==> src/rtl/fpu_pkg.sv <==
// Shared FPU constants: IEEE-754 single-precision field widths and
// the int32 conversion limits.
package fpu_pkg;

    localparam int EXP_W  = 8;
    localparam int FRAC_W = 23;

    localparam logic [EXP_W-1:0] FP_BIAS      = 8'd127;
    // Smallest biased exponent whose magnitude no longer fits in int32.
    localparam logic [EXP_W-1:0] FTOI_SAT_EXP = 8'd158;

    localparam logic [31:0] INT32_MAX = 32'h7FFF_FFFF;
    localparam logic [31:0] INT32_MIN = 32'h8000_0000;

endpackage

==> src/rtl/ftoi_shift.sv <==
// Combinational 32-bit logical right barrel shifter, one mux stage per
// shift-amount bit.
module ftoi_shift (
    input  logic [31:0] din,
    input  logic [4:0]  shamt,
    output logic [31:0] dout
);

    logic [31:0] stage [0:5];

    assign stage[0] = din;

    for (genvar i = 0; i < 5; i++) begin : g_stage
        assign stage[i+1] = shamt[i] ? (stage[i] >> (1 << i)) : stage[i];
    end

    assign dout = stage[5];

endmodule

==> src/rtl/ftoi_unit.sv <==
// Single-precision float to int32 converter, truncating toward zero.
// One registered stage; flag/tag sideband ride alongside the result.
module ftoi_unit
    import fpu_pkg::*;
(
    input  logic        clk,
    input  logic        rstn,
    input  logic [31:0] x,
    input  logic        flagin,
    input  logic [4:0]  addin,
    output logic [31:0] y,
    output logic        flagout,
    output logic [4:0]  addout
);

    // Free-running datapath: no valid/ready, every cycle's operand is
    // accepted and its result appears one clock later.
    logic              sgn;
    logic [EXP_W-1:0]  exp_f;
    logic [FRAC_W-1:0] frac_f;
    logic [4:0]        shamt;
    logic [31:0]       mag;
    logic [31:0]       y_next;

    assign sgn    = x[31];
    assign exp_f  = x[30:23];
    assign frac_f = x[22:0];

    // Only meaningful for FP_BIAS <= exp < FTOI_SAT_EXP, where it is 1..31.
    assign shamt = 5'(FTOI_SAT_EXP - exp_f);

    ftoi_shift u_shift (
        .din   ({1'b1, frac_f, 8'b0}),
        .shamt (shamt),
        .dout  (mag)
    );

    always_comb begin
        y_next = '0;
        if (exp_f < FP_BIAS) begin
            y_next = '0;
        end else if (exp_f >= FTOI_SAT_EXP) begin
            y_next = sgn ? INT32_MIN : INT32_MAX;
        end else begin
            y_next = sgn ? (~mag + 32'd1) : mag;
        end
    end

    always_ff @(posedge clk or negedge rstn) begin
        if (!rstn) begin
            y       <= '0;
            flagout <= 1'b0;
            addout  <= '0;
        end else begin
            y       <= y_next;
            flagout <= flagin;
            addout  <= addin;
        end
    end

endmodule

==> config.mk <==
export PLATFORM = sky130hd
export DESIGN_NAME = ftoi_unit
export DESIGN_NICKNAME = d
export VERILOG_FILES = /design/src/rtl/fpu_pkg.sv /design/src/rtl/ftoi_shift.sv /design/src/rtl/ftoi_unit.sv
export SDC_FILE = /design/constraint.sdc
export NUM_CORES = 1
export LEC_CHECK = 0
export BUFFER_PORTS_ARGS = -buffer_cell sky130_fd_sc_hd__buf_2
export CAP_MARGIN = 20
export CELL_PAD_IN_SITES_DETAIL_PLACEMENT = 0
export CELL_PAD_IN_SITES_GLOBAL_PLACEMENT = 1
export CORE_MARGIN = 5
export CORE_UTILIZATION = 44
export DETAILED_ROUTE_END_ITERATION = 8
export PLACE_DENSITY_LB_ADDON = 0.05
export SLEW_MARGIN = 40
export SYNTH_ARGS = -nofsm -noshare
export SYNTH_HDL_FRONTEND = slang
export SYNTH_SLANG_ARGS = --single-unit
==> constraint.sdc <==
create_clock -name clk -period 0.8 [get_ports clk]
set_input_delay 0.16 -clock clk [delete_from_list [all_inputs] [get_ports clk]]
set_output_delay 0.16 -clock clk [all_outputs]
set_load 0.02 [all_outputs]
=== Yosys cells after proc, flatten, opt, wreduce, memory -nomap -nowiden ===
Index checks and enable logic that the tools add are counted.

* Word-level logic and storage cells: 17
* Bits in read-only memories: 0
* Latch bits: 0
* Memories kept: 0
* Bits of input ports: 40
* Register bits after elaboration: 38
* Memory bits (writable): 0
* Output and inout port bits: 38

* Muxes and demuxes: 9
* Shift operators: 0
* Reductions and logical operators: 0
* $mul: 0
* Add/sub/neg operators: 2
* Eq/ne operators: 0
* Divide/modulo/power cells: 0
* Order comparisons: 2
* Bitwise gates (word level): 1

{| class="wikitable"
|+ Operators with widths
! operator !! count
|-
| $mux W32 || 9
|-
| $add A32 B1 Y32 const B || 1
|-
| $not A32 Y32 || 1
|-
| $ge A8 B8 Y1 const B || 1
|-
| $lt A8 B7 Y1 const B || 1
|-
| $sub A5 B5 Y5 const A || 1
|}

=== Depth between registers and ports, before layout ===
* Depth in word-level cells: 11
* Gate-level depth with buffers: 18
* Depth with buffers taken out: 11

=== Modules after synthesis ===
A second synthesis with hierarchy kept.

* Cell total of the unflattened synthesis: 473
* Area total of the unflattened synthesis: 4270.3 um^2

{| class="wikitable"
|+ Modules (own cells, without submodules)
! module !! cells an instance !! seq. area each (um^2) !! instances !! area each (um^2)
|-
| ftoi_unit || 281 || 950.9 || 1 || 2492.4
|-
| ftoi_shift || 192 || 0.0 || 1 || 1778.0
|}

=== Worst setup path before layout ===
Ideal clock, no wire load.

* Kind: input to register
* Start point: input x[23]
* End point: register y[21]
* Path slack: -2.789 ns
* Path buffers: 5
* Data required time: 0.731 ns
* Setup time: 0.069 ns
* Arrival time: 3.520 ns
* Stages on the path: 15
* Path through: buf_4 buf_4 inv_1 ha_1 buf_4 buf_2 mux4_2 mux2_2 a211oi_2 a2bb2oi_2 nand4bb_4 or3_1 buf_2 or4_1 nand3_1

* Word-level cells in the longest chain between the ends: 11
* Elaborated cells between the ends (all ways): 13
* Those cells by class: 2 x add/sub; 2 x order compare; 8 x mux; 1 x bitwise

{| class="wikitable"
|+ Ends and longest elaborated chain
! what !! RTL line !! source
|-
| start: declaration || ftoi_unit.sv:8 || <nowiki>input logic [31:0] x,</nowiki>
|-
| $sub A5 B5 Y5 || ftoi_unit.sv:30 || <nowiki>assign shamt = 5'(FTOI_SAT_EXP - exp_f);</nowiki>
|-
| $mux W32 (5 in series) || ftoi_shift.sv:14 || <nowiki>assign stage[i+1] = shamt[i] ? (stage[i] >> (1 << i)) : stage[i];</nowiki>
|-
| $not A32 Y32 || ftoi_unit.sv:45 || <nowiki>y_next = sgn ? (~mag + 32'd1) : mag;</nowiki>
|-
| $add A32 B1 Y32 || ftoi_unit.sv:45 ||
|-
| $mux W32 || ftoi_unit.sv:45 ||
|-
| $mux W32 || ftoi_unit.sv:42 || <nowiki>end else if (exp_f >= FTOI_SAT_EXP) begin</nowiki>
|-
| $mux W32 (*) || ftoi_unit.sv:40 || <nowiki>if (exp_f < FP_BIAS) begin</nowiki>
|-
| via y_next[21] || ftoi_unit.sv:23 || <nowiki>logic [31:0] y_next;</nowiki>
|-
| end signal: assignment || ftoi_unit.sv:55 || <nowiki>y <= y_next;</nowiki>
|-
| end: declaration || ftoi_unit.sv:11 || <nowiki>output logic [31:0] y,</nowiki>
|}

Mark *: on every way through the listed nets, which the timed path passes. The rest lies on a longest branch.

=== Worst setup path in the final report ===
* Start point: input x[24]
* End point: register y[26]

* Word-level cells in the longest chain between the ends: 10
* Elaborated cells between the ends (all ways): 12
* Those cells by class: 2 x add/sub; 2 x order compare; 7 x mux; 1 x bitwise

{| class="wikitable"
|+ Ends and longest elaborated chain
! what !! RTL line
|-
| $sub A5 B5 Y5 || ftoi_unit.sv:30
|-
| $mux W32 (4 in series) || ftoi_shift.sv:14
|-
| $not A32 Y32 || ftoi_unit.sv:45
|-
| $add A32 B1 Y32 || ftoi_unit.sv:45
|-
| $mux W32 || ftoi_unit.sv:45
|-
| $mux W32 || ftoi_unit.sv:42
|-
| $mux W32 (*) || ftoi_unit.sv:40
|-
| via y_next[26] || ftoi_unit.sv:23
|}

Marked as above.

==> metrics <==
status=complete, but fails checks; violated checks=setup timing; total global routing track utilization=0.261; Synth Register Bits=38; final period utilization=3.69; Setup-failing EPs final=70; fin util=0.749; TritonCTS Buffers=5; width of the die=112 um; sequential share of the synthesized area=0.207; relative slew slack=0.643; syn avg cell area=8.99 um^2; RSZ-0062 raised after global routing=true; ys flop type=dfrtp_1; area delta synth->final=67.1%; post-synthesis instance area=4600 um^2; Rows=37; drt pass-1 iters=5; diode count=0; static leakage=3.55 nW; Max VDD drop=1.29 mV; Distinct cells, synth=80; CP Max Fanout=7; final hold viol count=0; IO Pins=78; Final nets=836; Die H=112 um; total grt overflow=0; IO Port Bufs=77; final wirelength=17000 um; TritonCTS clock tree=done; critical path class=in -> reg; Peak Freq=338 MHz; Max Cap Viol=0; vias in the first global route=5380; worst min path class=in -> async; Setup crit end kind=register; WP data required=1010 ps; Initial Util=0.448; htree depth=2; First DRT Iteration DRCs=363; Startpoint Class=input port; Core Footprint=10300 um^2; post-layout min period=2960 ps; Mapped Cells=512; Worst EP arrival=3160 ps; PwrDens=1340 nW/um^2; number of remaining DRC errors=0; Placed Cells=873; Final Max Tran Viols=0; yosys warns=0; clk slew on worst S/H paths=80 ps; CTS Buffer Depth=2; initial antenna violation count=0; Synth async-reset ratio=1.00; via count=5402; routability cong.=0.942; largest net degree at the start of global routing=39; worst setup margin=-2160 ps; root buf cell=clkbuf_8; Post-Syn Nets=555; Non-Filler Instances=929; die area=12600 um^2; first-pass GRT wire length=27200 um; crit path launch=x[24]; Slew @ Worst Pin=530 ps; CTS Sinks=38; Post-synth EDFFs=0; layout cell share with drive strength beyond 1=0.560; Detail Route Antenna Nets=0; DR vias/cell=5.81; post-DR wirelength/cell=18.3 um; pre-CTS setup slack=-2700 ps; HPWL Detailed=12900 um
flip-flops by register name (all words and copies together), names as in the netlist:
name,flops
y,32
flagout,1
addout,5
final cells by class:
cell class	instances	area, um^2
flip-flops and latches	38	951
clock buffers	5	68.8
inverters	5	36.3
well taps	136	170
clock inverters	2	10.0
multi-input cells	426	3790
fillers	753	2580
repair buffers	317	2670
layer usage:
| metal | vias up | global-route usage | share of wire |
|---|---|---|---|
| met4 | 0 | 0.0825 | 0.025 |
| met5 | - | 0 | 0 |
| met1 | 2625 | 0.325 | 0.40 |
| met3 | 34 | 0.0221 | 0.051 |
| met2 | 207 | 0.478 | 0.52 |
| li1 | 2536 | - | - |
placed cells by master (no fill, tap or decap), types with 11 or more instances in the layout:
cell,n
buf_4,203
buf_6,58
nand2_1,40
dfrtp_1,38
buf_2,37
nor2_1,36
mux2i_1,34
a21oi_1,30
mux4_2,24
nand3_1,20
nor3_1,17
o21ai_0,16
buf_12,11
power by group:
part           switching (mW)  internal [mW]
clock                   0.676          0.585
combinational            3.28           3.58
sequential             0.0898           2.11
total                    4.05           6.27
stage by stage:
| stage | TNS [ps] | cell area (um^2) | power (mW) | hold slack (ps) |
|---|---|---|---|---|
| 2_1_floorplan | -66520 | 4740 | 5.35 | -136 |
| 3_3_place_gp | -74720 | 6520 | 7.76 | 134 |
| 3_5_place_dp | -76520 | 6520 | 7.85 | 138 |
| 4_1_cts | -68320 | 7540 | 10.1 | 363 |
| 5_1_grt | -73340 | 7690 | 10.9 | 378 |
| 6_report | -69250 | 7690 | 10.3 | 356 |
cell families (layout without fill, tap and decap cells):
family	Yosys count	in the layout	synth area share
adder cells (fa/ha/maj)	3	3	0.00815
AND/OR/NAND/NOR	202	202	0.238
AO/OA/AOI/OAI	138	138	0.216
XOR/XNOR	7	7	0.0304
buffers and inverters	48	329	0.0652
flip-flops	38	38	0.207
multiplexers	76	76	0.236
timing repair:
action,in CTS,in global routing
buffers inserted,41,4
resized for setup,151,29
endpoints found under the setup margin,70,70
endpoints found under the hold margin,44,0
pin swaps,45,16
hold buffers,7,0
worst paths after layout:
check | to | depth (start not counted)
min in group clk | y[29]$_DFF_PN0_ | 5
max in group asynchronous | y[25]$_DFF_PN0_ | 3
setup / recovery | y[26]$_DFF_PN0_ | 14
hold / removal | y[9]$_DFF_PN0_ | 3
worst max-delay path, cell delays in order:
cell and delay (ps):
buf_6 100, buf_6 120, ha_4 340, buf_6 150, mux4_2 380, mux4_2 550, a211oi_4 270, nand3_4 110
o21ai_2 150, nor4b_4 250, buf_6 170, buf_6 120, a31oi_1 80, a211oi_1 200
Yosys cell counts, types with 7 or more instances:
cell type | number | area share
a211o_1 | 9 | 0.017
a211oi_1 | 13 | 0.021
a21oi_1 | 34 | 0.037
a31oi_1 | 7 | 0.0095
and2_1 | 8 | 0.011
and3_1 | 13 | 0.018
buf_2 | 8 | 0.0087
buf_4 | 10 | 0.016
buf_6 | 9 | 0.022
clkbuf_1 | 14 | 0.011
dfrtp_1 | 38 | 0.21
mux2_2 | 9 | 0.022
mux2i_1 | 39 | 0.085
mux4_2 | 24 | 0.12
nand2_1 | 43 | 0.035
nand3_1 | 25 | 0.027
nand4_1 | 9 | 0.012
nor2_1 | 42 | 0.034
nor3_1 | 20 | 0.022
o211ai_1 | 7 | 0.011
o21ai_0 | 18 | 0.020
or3_1 | 8 | 0.011
Note: power is estimated with default switching activity, not from simulation.
